### src/rtl/histogram_pkg.sv
// Shared constants, command codes and state encoding for the histogram dump reader.
package histogram_pkg;

  localparam int ADDR_WIDTH = 9;
  localparam int DATA_WIDTH = 16;
  localparam int NUM_BINS   = 512;
  localparam int RD_LATENCY = 2;

  localparam logic [7:0] CMD_READ  = 8'h52;
  localparam logic [7:0] CMD_CLEAR = 8'h43;
  localparam logic [7:0] HDR_BYTE  = 8'hA5;

  typedef enum logic [2:0] {
    IDLE,
    SEND_HDR,
    SET_ADDR,
    WAIT_RD,
    SEND_MSB,
    SEND_LSB,
    CLEAR,
    CLEAR_WAIT
  } state_t;

endpackage

### src/rtl/histogram_reader_if.sv
// Bundle of UART command/transmit handshakes and histogram port-B signals.
interface histogram_reader_if #(
  parameter int ADDR_WIDTH = histogram_pkg::ADDR_WIDTH,
  parameter int DATA_WIDTH = histogram_pkg::DATA_WIDTH
);

  logic                  bram_reset_done;
  logic [7:0]            cmd_byte;
  logic                  cmd_valid;
  logic [7:0]            tx_byte;
  logic                  tx_valid;
  logic                  tx_ready;
  logic [ADDR_WIDTH-1:0] bin_address_to_hist;
  logic [DATA_WIDTH-1:0] data_from_hist;
  logic                  clear_to_hist;
  logic                  busy;

  modport master (
    input  bram_reset_done, cmd_byte, cmd_valid, tx_ready, data_from_hist,
    output tx_byte, tx_valid, bin_address_to_hist, clear_to_hist, busy
  );

  modport slave (
    output bram_reset_done, cmd_byte, cmd_valid, tx_ready, data_from_hist,
    input  tx_byte, tx_valid, bin_address_to_hist, clear_to_hist, busy
  );

endinterface

### src/rtl/histogram_reader.sv
// Serves 'R' (dump header plus every bin MSB-first over the UART) and 'C' (clear all bins)
// commands against the histogram memory's read port.
module histogram_reader #(
  parameter int ADDR_WIDTH = histogram_pkg::ADDR_WIDTH,
  parameter int DATA_WIDTH = histogram_pkg::DATA_WIDTH,
  parameter int NUM_BINS   = histogram_pkg::NUM_BINS,
  parameter int RD_LATENCY = histogram_pkg::RD_LATENCY
) (
  input  logic               clk,
  input  logic               reset,
  histogram_reader_if.master bus
);
  import histogram_pkg::*;

  // One counter serves both the read-latency wait and the post-clear wait.
  localparam int CNT_W = $clog2(NUM_BINS + 9);

  state_t                state;
  state_t                next_state;
  logic [ADDR_WIDTH-1:0] addr_cnt;
  logic [CNT_W-1:0]      wait_cnt;
  logic [DATA_WIDTH-1:0] captured;

  logic       last_bin;
  logic       rd_done;
  logic       clr_done;
  logic [7:0] tx_byte;
  logic       tx_valid;
  logic       clear_pulse;
  logic       busy;

  assign last_bin = (addr_cnt == ADDR_WIDTH'(NUM_BINS - 1));
  assign rd_done  = (wait_cnt == CNT_W'(RD_LATENCY - 1));
  assign clr_done = (wait_cnt == CNT_W'(NUM_BINS + 7));

  always_ff @(posedge clk or negedge reset) begin
    if (!reset) begin
      state <= IDLE;
    end else begin
      state <= next_state;
    end
  end

  always_comb begin
    next_state = state;
    case (state)
      IDLE: begin
        if (bus.cmd_valid && bus.bram_reset_done) begin
          if (bus.cmd_byte == CMD_READ) begin
            next_state = SEND_HDR;
          end else if (bus.cmd_byte == CMD_CLEAR) begin
            next_state = CLEAR;
          end
        end
      end
      SEND_HDR: begin
        if (bus.tx_ready) next_state = SET_ADDR;
      end
      SET_ADDR: next_state = WAIT_RD;
      WAIT_RD: begin
        if (rd_done) next_state = SEND_MSB;
      end
      SEND_MSB: begin
        if (bus.tx_ready) next_state = SEND_LSB;
      end
      SEND_LSB: begin
        if (bus.tx_ready) next_state = last_bin ? IDLE : SET_ADDR;
      end
      CLEAR: next_state = CLEAR_WAIT;
      CLEAR_WAIT: begin
        if (clr_done) next_state = IDLE;
      end
      default: next_state = IDLE;
    endcase
  end

  // Bytes come straight from state and the capture register, so they hold steady through stalls.
  always_comb begin
    tx_byte     = 8'h00;
    tx_valid    = 1'b0;
    clear_pulse = 1'b0;
    busy        = (state != IDLE);
    case (state)
      SEND_HDR: begin
        tx_valid = 1'b1;
        tx_byte  = HDR_BYTE;
      end
      SEND_MSB: begin
        tx_valid = 1'b1;
        tx_byte  = captured[15:8];
      end
      SEND_LSB: begin
        tx_valid = 1'b1;
        tx_byte  = captured[7:0];
      end
      CLEAR: clear_pulse = 1'b1;
      default: ;
    endcase
  end

  // The address only moves on the header or LSB handshake, keeping it fixed for a whole bin.
  always_ff @(posedge clk or negedge reset) begin
    if (!reset) begin
      addr_cnt <= '0;
      wait_cnt <= '0;
      captured <= '0;
    end else begin
      case (state)
        SEND_HDR: begin
          if (bus.tx_ready) addr_cnt <= '0;
        end
        SET_ADDR: wait_cnt <= '0;
        WAIT_RD: begin
          wait_cnt <= wait_cnt + 1'b1;
          if (rd_done) captured <= bus.data_from_hist;
        end
        SEND_LSB: begin
          if (bus.tx_ready && !last_bin) addr_cnt <= addr_cnt + 1'b1;
        end
        CLEAR: wait_cnt <= '0;
        CLEAR_WAIT: wait_cnt <= wait_cnt + 1'b1;
        default: ;
      endcase
    end
  end

  assign bus.tx_byte             = tx_byte;
  assign bus.tx_valid            = tx_valid;
  assign bus.clear_to_hist       = clear_pulse;
  assign bus.busy                = busy;
  assign bus.bin_address_to_hist = addr_cnt;

endmodule

### src/flat_wrapper.sv
// flat-port wrapper written by rule: the top's interface ports become plain ports
module histogram_reader_flat import histogram_pkg::*;
#(
  parameter int ADDR_WIDTH = histogram_pkg::ADDR_WIDTH,
  parameter int DATA_WIDTH = histogram_pkg::DATA_WIDTH,
  parameter int NUM_BINS   = histogram_pkg::NUM_BINS,
  parameter int RD_LATENCY = histogram_pkg::RD_LATENCY
)
  (clk, reset, bus_bram_reset_done, bus_cmd_byte, bus_cmd_valid, bus_tx_ready, bus_data_from_hist, bus_tx_byte, bus_tx_valid, bus_bin_address_to_hist, bus_clear_to_hist, bus_busy);
  histogram_reader_if #(.ADDR_WIDTH(ADDR_WIDTH), .DATA_WIDTH(DATA_WIDTH)) bus_i ();
  input  logic clk;
  input  logic reset;
  input wire logic [$bits(bus_i.bram_reset_done)-1:0] bus_bram_reset_done;
  input wire logic [$bits(bus_i.cmd_byte)-1:0] bus_cmd_byte;
  input wire logic [$bits(bus_i.cmd_valid)-1:0] bus_cmd_valid;
  input wire logic [$bits(bus_i.tx_ready)-1:0] bus_tx_ready;
  input wire logic [$bits(bus_i.data_from_hist)-1:0] bus_data_from_hist;
  output wire logic [$bits(bus_i.tx_byte)-1:0] bus_tx_byte;
  output wire logic [$bits(bus_i.tx_valid)-1:0] bus_tx_valid;
  output wire logic [$bits(bus_i.bin_address_to_hist)-1:0] bus_bin_address_to_hist;
  output wire logic [$bits(bus_i.clear_to_hist)-1:0] bus_clear_to_hist;
  output wire logic [$bits(bus_i.busy)-1:0] bus_busy;
  assign bus_i.bram_reset_done = bus_bram_reset_done;
  assign bus_i.cmd_byte = bus_cmd_byte;
  assign bus_i.cmd_valid = bus_cmd_valid;
  assign bus_i.tx_ready = bus_tx_ready;
  assign bus_i.data_from_hist = bus_data_from_hist;
  assign bus_tx_byte = bus_i.tx_byte;
  assign bus_tx_valid = bus_i.tx_valid;
  assign bus_bin_address_to_hist = bus_i.bin_address_to_hist;
  assign bus_clear_to_hist = bus_i.clear_to_hist;
  assign bus_busy = bus_i.busy;
  histogram_reader #(.ADDR_WIDTH(ADDR_WIDTH), .DATA_WIDTH(DATA_WIDTH), .NUM_BINS(NUM_BINS), .RD_LATENCY(RD_LATENCY)) u_core (.clk(clk), .reset(reset), .bus(bus_i));
endmodule
### config.mk
export PLATFORM = sky130hd
export DESIGN_NAME = histogram_reader_flat
export DESIGN_NICKNAME = d
export VERILOG_FILES = /design/src/rtl/histogram_pkg.sv /design/src/rtl/histogram_reader_if.sv /design/src/rtl/histogram_reader.sv /design/src/flat_wrapper.sv
export SDC_FILE = /design/constraint.sdc
export NUM_CORES = 1
export LEC_CHECK = 0
export ABC_AREA = 1
export CORE_ASPECT_RATIO = 0.9
export CORE_MARGIN = 8
export CORE_UTILIZATION = 40
export DETAILED_ROUTE_END_ITERATION = 7
export DONT_BUFFER_PORTS = 1
export PLACE_DENSITY = 0.61
export SYNTH_ARGS = -nofsm -noshare
export SYNTH_HDL_FRONTEND = slang
export SYNTH_SLANG_ARGS = --single-unit
### constraint.sdc
create_clock -name clk -period 5.45 [get_ports clk]
set_clock_uncertainty 0.05 [all_clocks]
set_input_delay 0.8175 -clock clk [delete_from_list [all_inputs] [get_ports clk]]
set_output_delay 0.8175 -clock clk [all_outputs]
set_load 0.01 [all_outputs]
# Word level (Yosys, flattened, before mapping)
# Index checks and enable logic that the tools add are counted.
# classes
shift	0
n_bitwise	0
eq_ne	20
div	0
n_mux	17
n_reduce_logical	13
multipliers	0
addsub	2
magnitude_cmp	0
# op_table
cell	count
two-way mux 3 bit	8
one-hot mux 3 bit (8 select lines)	1
one-hot mux 8 bit (3 select lines)	1
one-hot mux 10 bit (2 select lines)	1
two-way mux 9 bit	2
one-hot mux 9 bit (2 select lines)	1
equality test 8 x 7 -> 1 bit, second input constant	2
equality test 3 bit, second input constant	4
adder 10 x 1 -> 10 bit, second input constant	1
equality test 10 x 1 -> 1 bit, second input constant	1
equality test 10 bit, second input constant	1
adder 9 x 1 -> 9 bit, second input constant	1
equality test 9 bit, second input constant	1
!= test 2 x 1 -> 1 bit, second input constant	4
AND reduction 7 bit	1
equality test 3 x 2 -> 1 bit, second input constant	2
!= test 2 bit, second input constant	3
nonzero test 2 bit	2
OR reduction 2 bit	2
equality test 3 x 1 -> 1 bit, second input constant	1
logical NOT 3 bit	1
!= test 3 x 1 -> 1 bit, second input constant	1
AND reduction 3 bit	1
nonzero test 3 bit	1
6 further kinds	8
# word_totals
memories	0
rom_bits	0
ramBits	0
reg_bits	38
wordCells	56
latch_bits	0

# Logic depth before layout (Yosys ltp)
# Gate-level depths: netlist of run 1.
# logic_depth
depth_word	5
depth_mapped	11

# Least setup slack after synthesis of run 1
# Ideal clock, no wire load.
# synth_timing
path_type	reg2out
from	register u_core.state[0]
to	output port bus_tx_byte[1]
slack_ns	3.390
t_required_ns	4.583
n_path_buf	2
stages_incl_launch_ff	8
t_arrival_ns	1.192
path_cell_list	dfrtp_1 > buf_6 > inv_2 > nor2_4 > nand2_1 > inv_1 > buf_4 > a32o_1
# synth_via
elab_chain_len	2
# synth_lines
element	line	text
start, declared	histogram_reader.sv:18	state_t state;
start signal, assigned	histogram_reader.sv:40	state <= next_state;
equality test 3 bit or equality test 3 x 1 -> 1 bit (tied branches)	histogram_reader.sv:83	case (state)
one-hot mux 8 bit (3 select lines) (*)	histogram_reader.sv:83	
end, declared	flat_wrapper.sv:18	output wire logic [$bits(bus_i.tx_byte)-1:0] bus_tx_byte;
# Mark *: on every way between the ends. The rest lies on a longest branch, timed or not.

# Worst setup path after layout of run 1
# layout_timing
from	register u_core.state[1]
to	output port bus_tx_byte[6]
# The elaborated chain is that of the path after synthesis.

==> results of run 1 <==
-- metal layers --
layer  vias up  global-route usage [%]
met3         8                    5.83
met2        62                    19.3
met4         0                    5.30
met1       836                    17.4
met5         -                       0
li1        928                       -
-- worst max-delay path by stage --
stage | to | depth (start not counted)
2_1_floorplan | bus_tx_byte[1] | 7
3_3_place_gp | bus_tx_byte[1] | 4
3_5_place_dp | bus_tx_byte[1] | 4
4_1_cts | bus_tx_byte[1] | 4
5_1_grt | bus_tx_byte[5] | 5
6_report | bus_tx_byte[6] | 4
-- power groups by stage --
stage | sequential [mW] | combinational [mW] | clock [mW]
after floorplan | 0.435 | 0.398 | 0
after global placement | 0.477 | 0.426 | 0
after detailed placement | 0.480 | 0.431 | 0
after CTS | 0.475 | 0.431 | 0.214
after global routing | 0.490 | 0.495 | 0.223
final | 0.474 | 0.425 | 0.207
-- flip-flops by register name, summed over array words and instances (netlist names) --
| name | flops |
|---|---|
| u_core.captured | 16 |
| u_core.state | 3 |
| u_core.bus.bin_address_to_hist | 9 |
| u_core.wait_cnt | 10 |
-- cell usage after synthesis (2+ instances only) --
library cell,n
a21oi_1,7
a21oi_2,2
a32o_1,4
buf_6,6
dfrtp_1,38
ha_1,4
inv_1,43
inv_2,5
nand2_1,70
nand2_2,2
nand3_1,18
nand4_1,8
nor2_1,27
nor2_2,2
nor2_4,3
nor3_1,4
o21ai_0,6
o21ai_1,4
o21ai_2,19
o22ai_1,2
-- layout make-up --
cell class	count	share of cell area (%)
Multi-Input combinational cell	195	45.0
Clock inverter	2	0.524
Tap cell	70	3.67
Clock buffer	6	3.46
Inverter	48	7.55
Sequential cell	38	39.8
-- logic make-up after synthesis --
| kind of cell | Yosys count | share of synthesized area, % |
|---|---|---|
| simple gates | 141 | 28.7 |
| buf+inv | 56 | 11.4 |
| compound gates | 48 | 15.3 |
| flops | 38 | 41.6 |
| fa+ha+maj | 4 | 2.19 |
| xor+xnor | 2 | 0.767 |
-- through the flow --
stage	cell area, sq um	setup WS [ns]	power (mW)	utilization, %
global route	2390	2.53	1.21	42.7
detailed placement	2290	3.05	0.910	41.0
CTS	2390	2.71	1.12	42.7
floorplan	2280	3.39	0.833	-
global placement	2290	3.11	0.903	41.0
finish	2390	2.72	1.11	42.7
-- cells in the final DEF (no fill, tap or decap), types with 2 or more instances in the layout --
| cell type | synthesis | layout |
|---|---|---|
| nand4_1 | 8 | 8 |
| nor3_1 | 4 | 4 |
| nand3_1 | 18 | 18 |
| a21oi_1 | 7 | 7 |
| ha_1 | 4 | 4 |
| clkbuf_8 | 0 | 6 |
| o21ai_1 | 4 | 4 |
| inv_1 | 43 | 43 |
| a21oi_2 | 2 | 2 |
| o21ai_0 | 6 | 6 |
| o22ai_1 | 2 | 2 |
| nor2_4 | 3 | 3 |
| dfrtp_1 | 38 | 38 |
| inv_2 | 5 | 5 |
| nor2_2 | 2 | 2 |
| nor2_1 | 27 | 27 |
| o21ai_2 | 19 | 19 |
| nand2_2 | 2 | 2 |
| nand2_1 | 70 | 70 |
| a32o_1 | 4 | 4 |
==> summary.txt, run 1 <==
Worst setup path
  – Setup Crit Path Kind: flop to primary output
  – Setup crit start: u_core.state[1]
  – CP peak stage delay: 0.57 ns
  – Worst reg-to-reg path cell count: 10
  – WP buf/inv: 1
  – Setup slack, reg-to-reg: 3.31 ns
  – Worst-path fanout max: 13
  – Worst path cell trace: nor2_4 > nand2_1 > inv_1 > a32o_1
  – Slowest-stage cell, CP: dfrtp_1
  – R2r endpoint: u_core.bus.bin_address_to_hist[3]
  – CP delay by family, top: flip-flops
  – Critical path arrival: 1.86 ns
  – CP endpoint kind: primary output
  – RR Startpoint: u_core.bus.bin_address_to_hist[0]
  – CP required: 4.58 ns
  – CP Launch Type: flop

STA
  – Final period util: 50.0%
  – Fmax achieved: 367 MHz
  – Slew Limit Fails: 0
  – Slew of the pin with the lowest slew margin: 0.561 ns
  – Relative slew slack: 62.6%
  – Hold_ws: 0.161 ns
  – Final Hold Fails: 0
  – Sum Neg Setup Slack: 0 ns
  – Minimum clock period: 2.73 ns
  – Setup-failing EPs final: 0
  – Unrepaired setup endpoints after global routing: no

Place
  – Placed cells: 351
  – RePlAce Congestion: 0.896
  – I/O Buffers: 0
  – DP HPWL: 3.93 mm

Pwr
  – Sequential share of power: 42.8%
  – Switching pwr: 0.488 mW
  – Power per cell area: 463 nW/um^2
  – Logic gate share of total power: 38.5%
  – Clk network pwr share: 18.7%
  – Total leakage power: 1.16 nW
  – Sw Ratio: 44.1%
  – Peak VDD IR: 0.000216 V
  – Pint: 0.618 mW

CTS
  – Bufs on Longest Clock Path: 2
  – Clock Latency Late Sink: 0.29 ns
  – Postcts setup bufs: 0
  – Depth of the CTS H-tree: 2
  – Clock-pin slew on the worst setup and hold paths: 0.08 ns
  – TritonCTS clock tree: done
  – Root buffer selected by CTS: clkbuf_8
  – Num CTS Buffers: 5
  – TritonCTS sink count: 38
  – Hold_buf cts: 0
  – Post_cts resized: 0

Floorplan
  – Total die area: 8390 sq um
  – # IOs: 49
  – Initial core utilization: 40.8%
  – Die width: 95.7 um
  – Die H: 87.7 um
  – Core footprint: 5600 sq um
  – Floorplan row count: 26

Routing
  – Final Routed Wirelength: 5.18 mm
  – WL met2: 2.17 mm
  – Drt first pass iters: 4
  – Detail Route Antenna Nets: 0
  – Detailed-route DRC error count: 0
  – Vias per cell: 5.11
  – Initial DRC Count: 153
  – Met1 WL: 2.33 mm
  – DR vias: 1834
  – Routed wl met3: 568 um
  – WL/cell: 14.4 um
  – DR top layer: met4

Synth
  – Top cell type's share of synthesized area: 41.6%
  – Syn_area_per_cell: 7.91 sq um
  – Synth area leaders: dfrtp_1 (42%), nand2_1 (12%), o21ai_2 (7.3%)
  – Syn Nets: 322
  – Area leader, netlist: dfrtp_1
  – Post-synth EDFFs: 0
  – Post-synth ARST share: 100%
  – #FFs+latches synth: 38
  – Synth Flop Type: dfrtp_1
  – Part of the Yosys area used for sequential elements: 41.6%
  – Post-Syn Area: 2280 sq um
  – Synth unique cells: 35
  – Cells after synthesis: 289
  – YS warnings: 0

Global routing
  – Gr usage total: 13.5%
  – Vias in the first global route: 1889
  – Initial antenna violation count: 0
  – Grt total ovfl: 0
  – Largest net degree at the start of global routing: 39
  – First-pass GRT wire length: 8.90 mm

Finish
  – Multi-input logic area: 1070 sq um
  – Register area: 951 sq um
  – Antenna Cells: 0
  – Final-stage net count: 321
  – Layout cells sized above 1: 15.9%
  – Layout area overhead: 4.49%
  – Non-filler cells, final: 359
  – FILL cells: 575

Job
  – Max-Cap Viols: 0

Status
  – Status: completed

Min path
  – Hold WC Path Type: primary input to async pin
(Power assumes the default switching activity.)
==> run 2: changes to the inputs <==
==> constraint.sdc (replaced) <==
create_clock -name clk -period 2.8 [get_ports clk]
set_clock_uncertainty 0.05 [all_clocks]
set_input_delay 0.42 -clock clk [delete_from_list [all_inputs] [get_ports clk]]
set_output_delay 0.42 -clock clk [all_outputs]
set_load 0.01 [all_outputs]
==> summary.txt, run 2 (synthesis results as in run 1) <==
CTS
  – Num CTS Buffers: 5 (unchanged)
  – Root buffer selected by CTS: clkbuf_8
  – Clock-pin slew on the worst setup and hold paths: 0.08 ns (about the same)
  – Clock Latency Late Sink: 0.29 ns (about the same)
  – TritonCTS clock tree: done
  – TritonCTS sink count: 38 (unchanged)
  – Depth of the CTS H-tree: 2 (unchanged)
  – Bufs on Longest Clock Path: 2 (unchanged)

STA
  – Slew Limit Fails: 0 (unchanged)
  – Setup-failing EPs final: 0 (unchanged)
  – Final period util: 82.7%
  – Final Hold Fails: 0 (unchanged)
  – Setup ws final: 0.483 ns (-2.24 ns)
  – Minimum clock period: 2.32 ns
  – Unrepaired setup endpoints after global routing: no
  – Slew of the pin with the lowest slew margin: 0.526 ns (-0.0348 ns)
  – Fmax achieved: 432 MHz
  – Relative slew slack: 64.9% (+2.3 points)
  – Sum Neg Setup Slack: 0 ns (unchanged)

Worst setup path
  – Worst reg-to-reg path cell count: 10 (unchanged)
  – CP peak stage delay: 0.57 ns (about the same)
  – Setup Crit Path Kind: flop to primary output
  – CP Launch Type: flop
  – R2r endpoint: u_core.bus.bin_address_to_hist[3]
  – WP buf/inv: 1 (unchanged)
  – Setup slack, reg-to-reg: 0.74 ns (-2.57 ns)
  – Slowest-stage cell, CP: dfrtp_1
  – RR Startpoint: u_core.bus.bin_address_to_hist[0]
  – Worst-path fanout max: 13 (unchanged)
  – CP required: 2.33 ns (-2.25 ns)
  – CP delay by family, top: flip-flops
  – Worst path cell trace: nor2_4 > nand2_1 > inv_1 > a32o_1
  – Critical path arrival: 1.85 ns (about the same)
  – CP endpoint kind: primary output

Global routing
  – Gr usage total: 13.0% (-0.46 points)
  – First-pass GRT wire length: 8.60 mm (-3.3%)
  – Vias in the first global route: 1776 (-6.0%)
  – Initial antenna violation count: 0 (unchanged)
  – Largest net degree at the start of global routing: 39 (unchanged)
  – Grt total ovfl: 0 (unchanged)

Finish
  – Most common cell after layout, fill and taps aside: nand2_1
  – Final-stage net count: 324 (+0.93%)
  – Layout cells sized above 1: 16.4% (+0.52 points)
  – Layout area overhead: 8.21%
  – Max reg flops: 16 (unchanged)
  – Multi-input logic area: 1070 sq um (unchanged)
  – Antenna Cells: 0 (unchanged)
  – FILL cells: 567 (-1.4%)
  – Register area: 951 sq um (unchanged)
  – Most frequent cells in the layout: nand2_1 (70), inv_1 (43), dfrtp_1 (38)
  – Top reg by flops: u_core.captured

Place
  – Pre-CTS setup slack: 0.742 ns (-2.30 ns)
  – RePlAce Congestion: 0.915 (+2.1%)
  – I/O Buffers: 0 (unchanged)
  – DP HPWL: 3.87 mm (-1.6%)

Pwr
  – Peak VDD IR: 0.000510 V (+140%)
  – Power per cell area: 953 nW/um^2 (+110%)
  – Total leakage power: 1.21 nW (+3.7%)

Routing
  – Initial DRC Count: 131 (-14%)
  – Final Routed Wirelength: 5.20 mm (+0.41%)
  – WL/cell: 14.4 um (-0.43%)
  – Detail Route Antenna Nets: 0 (unchanged)
  – Vias per cell: 5.09 (-0.29%)
  – DR vias: 1844 (+0.55%)
  – Drt first pass iters: 4 (unchanged)
  – Detailed-route DRC error count: 0 (unchanged)

Min path
  – Hold path cells: 2
  – Min-delay src: bus_data_from_hist[11]
  – Hold WC Path Type: primary input to flop
  – Hold Path Sink: u_core.captured[11]

Floorplan
  – Initial core utilization: 40.8% (unchanged)
  – # IOs: 49 (unchanged)
  – Total die area: 8390 sq um (unchanged)
  – Die H: 87.7 um (unchanged)
  – Core footprint: 5600 sq um (unchanged)
  – Die width: 95.7 um (unchanged)
  – Floorplan row count: 26 (unchanged)

Status
  – Status: completed

Job
  – Max-Cap Viols: 0 (unchanged)
==> run 2: cell types whose count changed in the layout (fill, tap and decap cells not counted) <==
cell           before  now
dlygate4sd3_1       0    1
clkinvlp_4          1    0
buf_4               0    1
clkinv_2            1    0
bufinv_16           0    2
buf_12              0    1
==> run 2: metal layers <==
layer  wire, um  track usage [%]  up-vias
met4         60             3.77        0
met5          0                0        -
met1       2380             17.0      841
met2       2210             18.6       62
li1           -                -      933
met3        549             6.17        8
==> run 2: worst max path at each step <==
| stage | cells past startpoint | endpoint | slack, ns | startpoint |
|---|---|---|---|---|
| floorplan | 10 | u_core.bus.bin_address_to_hist[7] | 0.99 | u_core.bus.bin_address_to_hist[0] |
| global placement | 10 | u_core.bus.bin_address_to_hist[3] | 0.80 | u_core.bus.bin_address_to_hist[0] |
| detailed placement | 10 | u_core.bus.bin_address_to_hist[3] | 0.74 | u_core.bus.bin_address_to_hist[0] |
| CTS | 4 | bus_tx_byte[6] | 0.46 | u_core.state[1] |
| global route | 4 | bus_tx_byte[6] | 0.34 | u_core.state[1] |
| finish | 4 | bus_tx_byte[6] | 0.48 | u_core.state[1] |
==> run 2: cell type report <==
cell class / count / area share [%]
multi-input cells: 195 / 43.4
flip-flops and latches: 38 / 38.5
inverters: 48 / 7.29
well taps: 70 / 3.54
clock buffers: 6 / 3.34
clock inverters: 2 / 2.43
repair buffers: 3 / 1.52
==> run 2: timing repair <==
item | CTS | global route
endpoints found under the hold margin | 38 | 0
gates resized for setup | 0 | 0
buffers inserted | 0 | 0
hold buffers | 2 | 0
==> run 2: metrics by stage <==
step | power [mW] | instance area, sq um | std cells | hold WS (ns) | util, %
2_1_floorplan | 1.62 | 2280 | 289 | 0.0744 | -
3_3_place_gp | 1.77 | 2300 | 352 | 0.0765 | 41.1
3_5_place_dp | 1.78 | 2300 | 352 | 0.0766 | 41.1
4_1_cts | 2.38 | 2470 | 362 | 0.201 | 44.2
5_1_grt | 2.55 | 2470 | 362 | 0.207 | 44.2
6_report | 2.36 | 2470 | 362 | 0.203 | 44.2
==> run 2: power by group <==
group	switching, mW	internal, mW	total [mW]
combinational	0.567	0.299	0.865
sequential	0.189	0.719	0.908
clock	0.202	0.380	0.582
total	0.958	1.40	2.36
==> run 3: changes to the inputs <==
==> constraint.sdc (replaced) <==
create_clock -name clk -period 2.3 [get_ports clk]
set_clock_uncertainty 0.05 [all_clocks]
set_input_delay 0.345 -clock clk [delete_from_list [all_inputs] [get_ports clk]]
set_output_delay 0.345 -clock clk [all_outputs]
set_load 0.01 [all_outputs]
==> summary.txt, run 3 (synthesis results as in run 1) <==
Global routing
  – Vias in the first global route: 1812 (+2.0%)
  – Grt total ovfl: 0 (unchanged)
  – Gr usage total: 13.1% (+0.10 points)
  – Initial antenna violation count: 0 (unchanged)
  – Largest net degree at the start of global routing: 39 (unchanged)
  – First-pass GRT wire length: 8.55 mm (-0.64%)

Worst setup path
  – Setup slack, reg-to-reg: 0.26 ns (-0.48 ns)
  – Worst-path fanout max: 8 (-5)
  – CP endpoint kind: primary output
  – Slowest-stage cell, CP: dfrtp_1
  – CP Launch Type: flop
  – CP delay by family, top: simple AND/OR/NAND/NOR gates
  – CP required: 1.90 ns (-0.43 ns)
  – WP buf/inv: 2 (+1)
  – Worst path most repeated cell: nand2_1
  – RR Startpoint: u_core.bus.bin_address_to_hist[1]
  – Worst path cell trace: inv_2 > nor2_4 > nand2_1 > inv_1 > nand2_1 > nand3_1
  – Setup Crit Path Kind: flop to primary output
  – Setup crit start: u_core.state[0]
  – Critical path arrival: 1.73 ns (-0.12 ns)
  – CP peak stage delay: 0.54 ns (-0.03 ns)

STA
  – Relative slew slack: 70.5% (+5.5 points)
  – Unrepaired setup endpoints after global routing: no
  – Sum Neg Setup Slack: 0 ns (unchanged)
  – Final period util: 92.4%
  – Setup ws final: 0.175 ns (-0.308 ns)
  – Slew Limit Fails: 0 (unchanged)
  – Slew of the pin with the lowest slew margin: 0.443 ns (-0.0832 ns)
  – Setup-failing EPs final: 0 (unchanged)
  – Final Hold Fails: 0 (unchanged)
  – Fmax achieved: 471 MHz
  – Minimum clock period: 2.12 ns

Finish
  – Util after Layout: 43.6% (-0.56 points)
  – Most frequent cells in the layout: nand2_1 (70), inv_1 (43), dfrtp_1 (37)
  – Top reg by flops: u_core.captured
  – Final-stage net count: 326 (+0.62%)
  – Layout area overhead: 6.85%
  – Antenna Cells: 0 (unchanged)
  – Most common cell after layout, fill and taps aside: nand2_1
  – Max reg flops: 16 (unchanged)
  – Layout cells sized above 1: 17.3% (+0.91 points)
  – Non-filler cells, final: 364 (+0.55%)

Floorplan
  – Floorplan row count: 26 (unchanged)
  – Die width: 95.7 um (unchanged)
  – # IOs: 49 (unchanged)
  – Initial core utilization: 40.8% (unchanged)
  – Die H: 87.7 um (unchanged)
  – Total die area: 8390 sq um (unchanged)
  – Core footprint: 5600 sq um (unchanged)

CTS
  – Bufs on Longest Clock Path: 2 (unchanged)
  – Num CTS Buffers: 5 (unchanged)
  – TritonCTS sink count: 38 (unchanged)
  – TritonCTS clock tree: done
  – Clock-pin slew on the worst setup and hold paths: 0.08 ns (about the same)
  – Clock Latency Late Sink: 0.30 ns (about the same)
  – Depth of the CTS H-tree: 2 (unchanged)
  – Postcts setup bufs: 0 (unchanged)
  – Root buffer selected by CTS: clkbuf_8

Pwr
  – Switching pwr: 1.16 mW (+22%)
  – Total leakage power: 1.19 nW (-1.2%)
  – Sequential share of power: 41.6% (+3.0 points)
  – Logic gate share of total power: 39.9% (+3.2 points)
  – Sw Ratio: 43.7% (+3.1 points)
  – Pwr Total: 2.66 mW (+13%)
  – Pint: 1.50 mW (+7.1%)
  – Peak VDD IR: 0.000472 V (-7.6%)
  – Clk network pwr share: 18.5% (-6.2 points)
  – Power per cell area: 1090 nW/um^2 (+14%)

Min path
  – Min-delay src: bus_data_from_hist[0]
  – Hold WC Path Type: primary input to flop

Routing
  – Detail Route Antenna Nets: 0 (unchanged)
  – Initial DRC Count: 103 (-21%)
  – Vias per cell: 5.09 (about the same)
  – WL/cell: 14.0 um (-2.4%)
  – Final Routed Wirelength: 5.11 mm (-1.8%)
  – Detailed-route DRC error count: 0 (unchanged)
  – Drt first pass iters: 4 (unchanged)
  – DR vias: 1854 (+0.54%)

Place
  – Placed cells: 354 (+0.57%)
  – DP HPWL: 3.81 mm (-1.5%)
  – Pre-CTS setup slack: 0.238 ns (-0.504 ns)
  – I/O Buffers: 0 (unchanged)
  – RePlAce Congestion: 0.858 (-6.2%)

Job
  – Max-Cap Viols: 0 (unchanged)

Status
  – Status: completed
==> run 3: changes by cell type in the layout (fill, tap and decap cells not counted) <==
cell,delta
clkinv_2,+1
dfrtp_1,-1
bufinv_16,-2
buf_4,+2
clkinvlp_4,+1
dfrtp_2,+1
==> run 3: timing repair <==
item,4_1_cts,5_1_grt
resized for setup,0,1
hold buffers,2,0
setup endpoints to repair,0,1
hold endpoints to repair,38,0
==> run 3: power groups by stage <==
| stage | Sequential (mW) | Clock [mW] | Combinational [mW] |
|---|---|---|---|
| 6_report | 1.11 | 0.493 | 1.06 |
| 2_1_floorplan | 1.03 | 0 | 0.943 |
| 3_5_place_dp | 1.12 | 0 | 1.05 |
| 3_3_place_gp | 1.12 | 0 | 1.05 |
| 4_1_cts | 1.11 | 0.503 | 1.08 |
| 5_1_grt | 1.14 | 0.538 | 1.22 |
==> run 3: layout make-up <==
class | instances | area [sq um]
timing repair buffer | 5 | 52.6
inverter | 48 | 180
multi-input combinational | 195 | 1070
clock buffer | 6 | 82.6
fill | 581 | 3150
clock inverter | 2 | 12.5
tap | 70 | 87.6
sequential | 38 | 952
==> run 3: metal layers <==
metal | part of all wire [%] | track usage [%] | wire, um
met1 | 44 | 16.2 | 2240
met4 | 2.4 | 5.86 | 124
met2 | 43 | 18.9 | 2190
met5 | 0 | 0 | 0
met3 | 11 | 6.26 | 553
==> run 3: worst paths after layout <==
path,end,cells past startpoint
max,bus_tx_byte[5],6
min,u_core.captured[0],2
max reg2reg,u_core.bus.bin_address_to_hist[3],10
min reg2reg,u_core.captured[8],2
max in group asynchronous,u_core.bus.bin_address_to_hist[0],2
min in group asynchronous,u_core.state[0],2
==> run 3: metrics by stage <==
step,hold WS (ns),area [sq um]
global placement,0.00138,2310
global route,0.116,2440
finish,0.124,2440
floorplan,-0.000591,2280
detailed placement,0.00118,2310
CTS,0.124,2440
